**src/rtl/ssg_capture.sv**
```systemverilog
// ssg_capture: watches a multiplexed seven-segment bus and decodes each stable digit slot
// back to BCD, a decimal point and a validity flag, held in a per-digit register file.
module ssg_capture #(
    parameter int NDIG   = 4,
    parameter int STABLE = 8
) (
    input  logic                                   clk,
    input  logic                                   rst,
    input  logic [7:0]                             ssg_in,
    input  logic [NDIG-1:0]                        sel_in,
    output logic [4*NDIG-1:0]                      digits,
    output logic [NDIG-1:0]                        dots,
    output logic [NDIG-1:0]                        bad,
    output logic                                   upd,
    output logic [(NDIG > 1 ? $clog2(NDIG) : 1)-1:0] upd_idx,
    output logic                                   frame_done
);
    localparam int IW = NDIG > 1 ? $clog2(NDIG) : 1;
    localparam int CW = STABLE > 1 ? $clog2(STABLE) : 1;
    localparam int W  = 8 + NDIG;

    typedef enum logic {WAIT, HOLD} state_t;

    state_t          state;
    logic [W-1:0]    s1, s2, last;
    logic [CW-1:0]   cnt;
    logic [NDIG-1:0] mask;
    logic [NDIG-1:0] last_sel;
    logic [6:0]      last_seg;
    logic [IW-1:0]   sel_idx;
    logic [3:0]      dec_val;
    logic            sel_ok;

    // Vector layout is {ssg, sel}, so the segment byte sits above the select bits.
    assign last_sel = last[NDIG-1:0];
    assign last_seg = last[W-1:NDIG+1];
    assign sel_ok   = $onehot(last_sel);

    always_comb begin
        sel_idx = '0;
        for (int k = 0; k < NDIG; k++)
            if (last_sel[k]) sel_idx = IW'(k);
    end

    always_comb begin
        dec_val = 4'hF;
        case (last_seg)
            7'b1111110: dec_val = 4'd0;
            7'b0110000: dec_val = 4'd1;
            7'b1101101: dec_val = 4'd2;
            7'b1111001: dec_val = 4'd3;
            7'b0110011: dec_val = 4'd4;
            7'b1011011: dec_val = 4'd5;
            7'b0011111: dec_val = 4'd6;
            7'b1110000: dec_val = 4'd7;
            7'b1111111: dec_val = 4'd8;
            7'b1110011: dec_val = 4'd9;
            default:    dec_val = 4'hF;
        endcase
    end

    always_ff @(posedge clk or posedge rst) begin
        if (rst) begin
            s1         <= '0;
            s2         <= '0;
            last       <= '0;
            cnt        <= '0;
            state      <= HOLD;
            mask       <= '0;
            digits     <= '1;
            dots       <= '0;
            bad        <= '1;
            upd        <= 1'b0;
            upd_idx    <= '0;
            frame_done <= 1'b0;
        end else begin
            s1         <= {ssg_in, sel_in};
            s2         <= s1;
            upd        <= 1'b0;
            frame_done <= 1'b0;
            if (s2 != last) begin
                last  <= s2;
                cnt   <= '0;
                state <= WAIT;
            end else if (state == WAIT) begin
                if (cnt != CW'(STABLE - 1)) begin
                    cnt <= cnt + 1'b1;
                end else begin
                    state <= HOLD;
                    if (sel_ok) begin
                        digits[{sel_idx, 2'b00} +: 4] <= dec_val;
                        dots[sel_idx]                 <= last[NDIG];
                        bad[sel_idx]                  <= dec_val == 4'hF;
                        upd                           <= 1'b1;
                        upd_idx                       <= sel_idx;
                        // last_sel is one-hot here, so OR-ing it in marks exactly this digit.
                        if (&(mask | last_sel)) begin
                            frame_done <= 1'b1;
                            mask       <= '0;
                        end else begin
                            mask <= mask | last_sel;
                        end
                    end
                end
            end
        end
    end
endmodule

```
**config.mk**
```make
export PLATFORM = sky130hd
export DESIGN_NAME = ssg_capture
export DESIGN_NICKNAME = d
export VERILOG_FILES = /design/src/rtl/ssg_capture.sv
export SDC_FILE = /design/constraint.sdc
export NUM_CORES = 1
export LEC_CHECK = 0
export BUFFER_PORTS_ARGS = -buffer_cell sky130_fd_sc_hd__buf_2
export CORE_UTILIZATION = 51
export DETAILED_ROUTE_END_ITERATION = 10
export GPL_TIMING_DRIVEN = 0
export HOLD_SLACK_MARGIN = 0.05
export PLACE_DENSITY = 0.72
export SLEW_MARGIN = 20
export SYNTH_ARGS = -nofsm -noshare
export SYNTH_HDL_FRONTEND = slang
export SYNTH_SLANG_ARGS = --single-unit
```
**constraint.sdc**
```tcl
create_clock -name clk -period 3.32 [get_ports clk]
set_input_delay 0.664 -clock clk [delete_from_list [all_inputs] [get_ports clk]]
set_output_delay 0.664 -clock clk [all_outputs]
set_load 0.005 [all_outputs]
```
# Word level (Yosys, flattened, before mapping)
# Cells that the tools add are included.
[word_totals]
n_memories = 0
register_bits = 72
elab_cells = 70
ramBits = 0
romBits = 0
latchBits = 0
output_inout_bits = 28
[classes]
n_shift = 2
add_sub_neg = 5
bitwise = 4
eq_ne = 15
reduce_logical = 5
muxes = 25
n_div = 0
mul = 0
n_lt_le_gt_ge = 2
[op_table]
columns = ["operator", "count"]
rows = [
  ["7-bit equality test, second input constant", 7],
  ["4-bit one-hot mux with 10 select lines", 1],
  ["16-bit bitwise mux", 1],
  ["4-bit by 6-bit variable shift with 16-bit output, first input constant", 1],
  ["4-bit by 6-bit variable part select with 16-bit output", 1],
  ["7-bit by 6-bit equality test with 1-bit output, second input constant", 2],
  ["1-bit 2-to-1 mux", 14],
  ["12-bit inequality test", 1],
  ["3-bit 2-to-1 mux", 3],
  ["4-bit bitwise mux", 2],
  ["4-bit AND reduction", 2],
  ["7-bit by 5-bit equality test with 1-bit output, second input constant", 1],
  ["4-bit negator with 6-bit output", 1],
  ["1-bit by 1-bit adder with 2-bit output", 2],
  ["4-bit equality test, second input constant", 1],
  ["2-bit 2-to-1 mux", 2],
  ["4-bit 2-to-1 mux", 1],
  ["4-bit bitwise OR", 1],
  ["2-bit by 2-bit adder with 3-bit output", 1],
  ["3-bit by 1-bit adder with 3-bit output, second input constant", 1],
  ["3-bit by 1-bit equality test with 1-bit output, second input constant", 1],
  ["2-bit by 3-bit < comparator with 1-bit output, second input constant", 1],
  ["3-bit inequality test, second input constant", 1],
  ["1-bit inverter", 3],
  ["6 further kinds", 6],
]

# Longest topological paths before layout
[logic_depth]
word_depth = 8
ltp_mapped = 11
depth_no_buf = 9

# Least setup slack after synthesis
# OpenSTA, ideal clock, no wires.
[synth_timing]
kind = "register to register"
startpoint = "reg last[0]"
endpoint = "reg digits[10]"
setup_ps = 73
n_path_buf = 2
slack_ps = 430
stages_incl_launch_ff = 12
arrival_ps = 2817
path_cell_list = "dfrtp_1 inv_1 fa_1 inv_1 ha_1 ha_1 or4_1 buf_2 nor4_4 buf_2 nand3b_1 o2bb2ai_1"
[synth_via]
elab_chain_len = 4
[synth_rtl]
columns = ["element", "line_no", "source"]
rows = [
  ["start, declared", "25", "logic [W-1:0] s1, s2, last;"],
  ["start signal, assigned", "66", "last <= '0;"],
  ["start signal, assigned", "82", "last <= s2;"],
  ["1-bit by 1-bit adder with 2-bit output (not written as such)", "37", "assign sel_ok = $onehot(last_sel);"],
  ["2-bit by 2-bit adder with 3-bit output (not written as such)", "37", ""],
  ["3-bit by 1-bit equality test with 1-bit output", "37", ""],
  ["4-bit AND reduction (no source line) (*)", "--", ""],
  ["end signal, assigned by index", "91", "digits[{sel_idx, 2'b00} +: 4] <= dec_val;"],
  ["end, declared", "11", "output logic [4*NDIG-1:0] digits,"],
]
# Mark *: on every way between the ends. The rest lies on a longest branch, timed or not.
# A chain may end at the register's enable or synchronous reset.

# Worst setup path after layout
[layout_timing]
startpoint = "reg last[1]"
endpoint = "reg digits[2]"
[layout_via]
elab_chain_len = 6
[layout_rtl]
columns = ["element", "line_no", "source"]
rows = [
  ["1-bit 2-to-1 mux", "42", "if (last_sel[k]) sel_idx = IW'(k);"],
  ["2-bit 2-to-1 mux (2 in a row)", "42", ""],
  ["4-bit negator with 6-bit output", "91", ""],
  ["4-bit by 6-bit variable part select with 16-bit output or 4-bit by 6-bit variable shift with 16-bit output (tied branches)", "91", ""],
  ["16-bit bitwise mux", "91", ""],
]
# Several ways; a longest one is shown, not always the timed one.

==> metrics.txt <==
first-pass GRT wire length=8740 um; CP Launch Type=register; fraction of registers with async set or reset after synthesis=100%; Hold Violations, Final=0; crit path DAT=3.43 ns; Hold WS=0.310 ns; Pre-antenna DRT Iters=5; DP Wirelength=3690 um; CP required=3.58 ns; initial core utilization=54.0%; worst vdd rail ir drop=0.302 mV; Mapped Nets=269; Max Fclk=316 MHz; Crit Reg-Reg Endpoint=digits[2]$_DFFE_PP1P_; total wire length=5170 um; CTS clk-pin slew, worst paths=0.08 ns; final period utilization=95.4%; clock tree root driver cell=clkbuf_8; vias in the first global route=1860; setup ws final=0.152 ns; # rows=27; Starting DRT DRC Count=65; RSZ-0062 raised after global routing=no; count of warnings emitted by yosys=0; mean post-synth cell area=12.5 um^2; worst-case reg-to-reg path depth=11; max capacitance violation total=0; Clock Tree Buf Depth=2; Reg2Reg Setup Slack=0.15 ns; Tot Pwr=1.72 mW; Post-CTS Hold Buffers=0; CTS Buf Count=9; clk_lat worst skew=0.34 ns; post-synthesis cell type count=43; HP Class=in -> async; Slew headroom=69.9%; synth top area cells=dfrtp_1, dfstp_2, ha_1; total gr overflow=0; drt via density=5.12; worst r2r src=last[1]$_DFFE_PP0P_; worst-margin pin slew=0.449 ns; global placement routability congestion=0.766; setup TNS=0 ns; core box area=5640 um^2; Final Critical Period=3.17 ns; max-slew violation count=0; pwr/cell area=480 nW/um^2; Ports=42; Clock Skews=0.0145 ns; filler cell count=458; nets=324; top-count cell post-synth=dfrtp_1; Die ar.=6290 um^2; initial antenna violation count=0; final setup fails=0; synthesized flop and latch total=72; CTS Sinks=72; DRC errors left=0; post-synthesis sequential area ratio=60.0%; Setup CP Type=reg -> reg; Post-synth top cells=dfrtp_1, dfstp_2, xnor2_1, clkbuf_1, nor2_1; Cells after Synth=243; Setup crit end kind=register; status=completed; EDFF count, synth=0; H-tree depth=3; Die Span X=79.3 um; Tot GR Track Use=18.8%; Yosys top cell by area=dfrtp_1; CTS tree=built; port buffer count=41; post-synth top area share=41.9%; diode count=0; Area Overhead vs Synth=17.8%; Post-DRT Antenna Nets=0; Lkg Pwr=1.67 nW; routed length per instance=13.8 um; layout cells sized above 1=35.1%; die height=79.3 um; via count=1916; top_reg_cell synth=dfrtp_1; critical-path maximum fanout=10; synthesized cell area=3050 um^2; largest net degree at the start of global routing=42; post-place setup slack=0.0427 ns; final core occ=63.6%
==> power by group <==
part / internal (mW) / leakage, nW / switching [mW]
combinational: 0.0434 / 0.724 / 0.0595
clock: 0.405 / 0.102 / 0.300
sequential: 0.901 / 0.846 / 0.0146
==> worst max-delay path, stage by stage, from the launching register on <==
cell and delay (ns):
dfrtp_1 0.43, inv_1 0.10, fa_1 0.50, inv_1 0.04, ha_1 0.17, ha_1 0.26
or4_1 0.51, buf_2 0.20, nor4_4 0.26, buf_4 0.22, nand3b_1 0.20, o2bb2ai_1 0.20
==> worst max-delay path by stage <==
| stage | cells after the start | start | slack, ns | end |
|---|---|---|---|---|
| finish | 11 | last[1]$_DFFE_PP0P_ | 0.15 | digits[2]$_DFFE_PP1P_ |
| global route | 11 | last[0]$_DFFE_PP0P_ | 0.02 | digits[10]$_DFFE_PP1P_ |
| CTS | 11 | last[0]$_DFFE_PP0P_ | 0.0008 | digits[2]$_DFFE_PP1P_ |
| detailed placement | 11 | last[0]$_DFFE_PP0P_ | 0.04 | digits[2]$_DFFE_PP1P_ |
| global placement | 11 | last[0]$_DFFE_PP0P_ | 0.08 | digits[10]$_DFFE_PP1P_ |
| floorplan | 11 | last[0]$_DFFE_PP0P_ | 0.43 | digits[10]$_DFFE_PP1P_ |
==> layout make-up <==
class / count / area [um^2] / share of cell area [%]
timing repair buffer: 44 / 240 / 6.69
buffer: 21 / 109 / 3.03
clock inverter: 2 / 37.5 / 1.05
inverter: 8 / 32.5 / 0.907
clock buffer: 13 / 169 / 4.71
multi-input combinational: 142 / 1080 / 30.2
tap: 72 / 90.1 / 2.51
sequential: 72 / 1830 / 50.9
==> routing by layer <==
layer  track usage (%)  part of all wire [%]  wire length [um]  up-vias
met5                 0                     0                 0        -
met4              10.5                   2.6               134        0
met3              4.14                   3.5               179       13
met2              29.7                    47              2420       46
met1              24.1                    47              2440      916
li1                  -                     -                 -      941
==> flip-flops by register name, summed over array words and instances (netlist names) <==
signal	cells
s2	12
mask	4
s1	12
bad	4
frame_done	1
upd	1
upd_idx	2
last	12
cnt	3
state	1
dots	4
digits	16
==> cells by family after synthesis <==
kind of cell	count (synthesis)	synth area share, %
AO/OA/AOI/OAI	46	11.1
XOR/XNOR	15	4.31
adder cells (fa/ha/maj)	12	5.17
buffers and inverters	29	4.48
flip-flops	72	60.0
multiplexers	9	3.33
AND/OR/NAND/NOR	60	11.6
==> stage by stage <==
| stage | cell area, um^2 | std cells |
|---|---|---|
| floorplan | 3050 | 243 |
| global placement | 3340 | 356 |
| detailed placement | 3360 | 357 |
| CTS | 3570 | 372 |
| global route | 3590 | 374 |
| finish | 3590 | 374 |
==> placed cells by master (no fill, tap or decap), types with 2 or more instances in the layout <==
master and n:
o21ai_1 2, buf_2 44, nand4b_1 2, nand4_1 4, nand3_1 4, o2bb2ai_1 7, nor3b_1 2, buf_6 3
or3_1 5, nand3b_1 2, and3_1 2, inv_1 7, clkbuf_8 12, buf_4 3, ha_1 11, o21bai_1 7
xnor2_1 15, clkbuf_1 15, nand2_1 13, mux2_2 9, nor2b_1 2, a21oi_1 11, o22ai_1 2, dfrtp_1 51
nor4_4 2, o21ai_0 3, a21boi_0 6, nor2_1 14, dfstp_2 21, a21bo_2 2
==> timing repair <==
| item | CTS | global route |
|---|---|---|
| setup buffers | 0 | 2 |
| gates resized for setup | 0 | 2 |
| endpoints found under the setup margin | 0 | 16 |
Note: power is estimated with default switching activity, not from simulation.
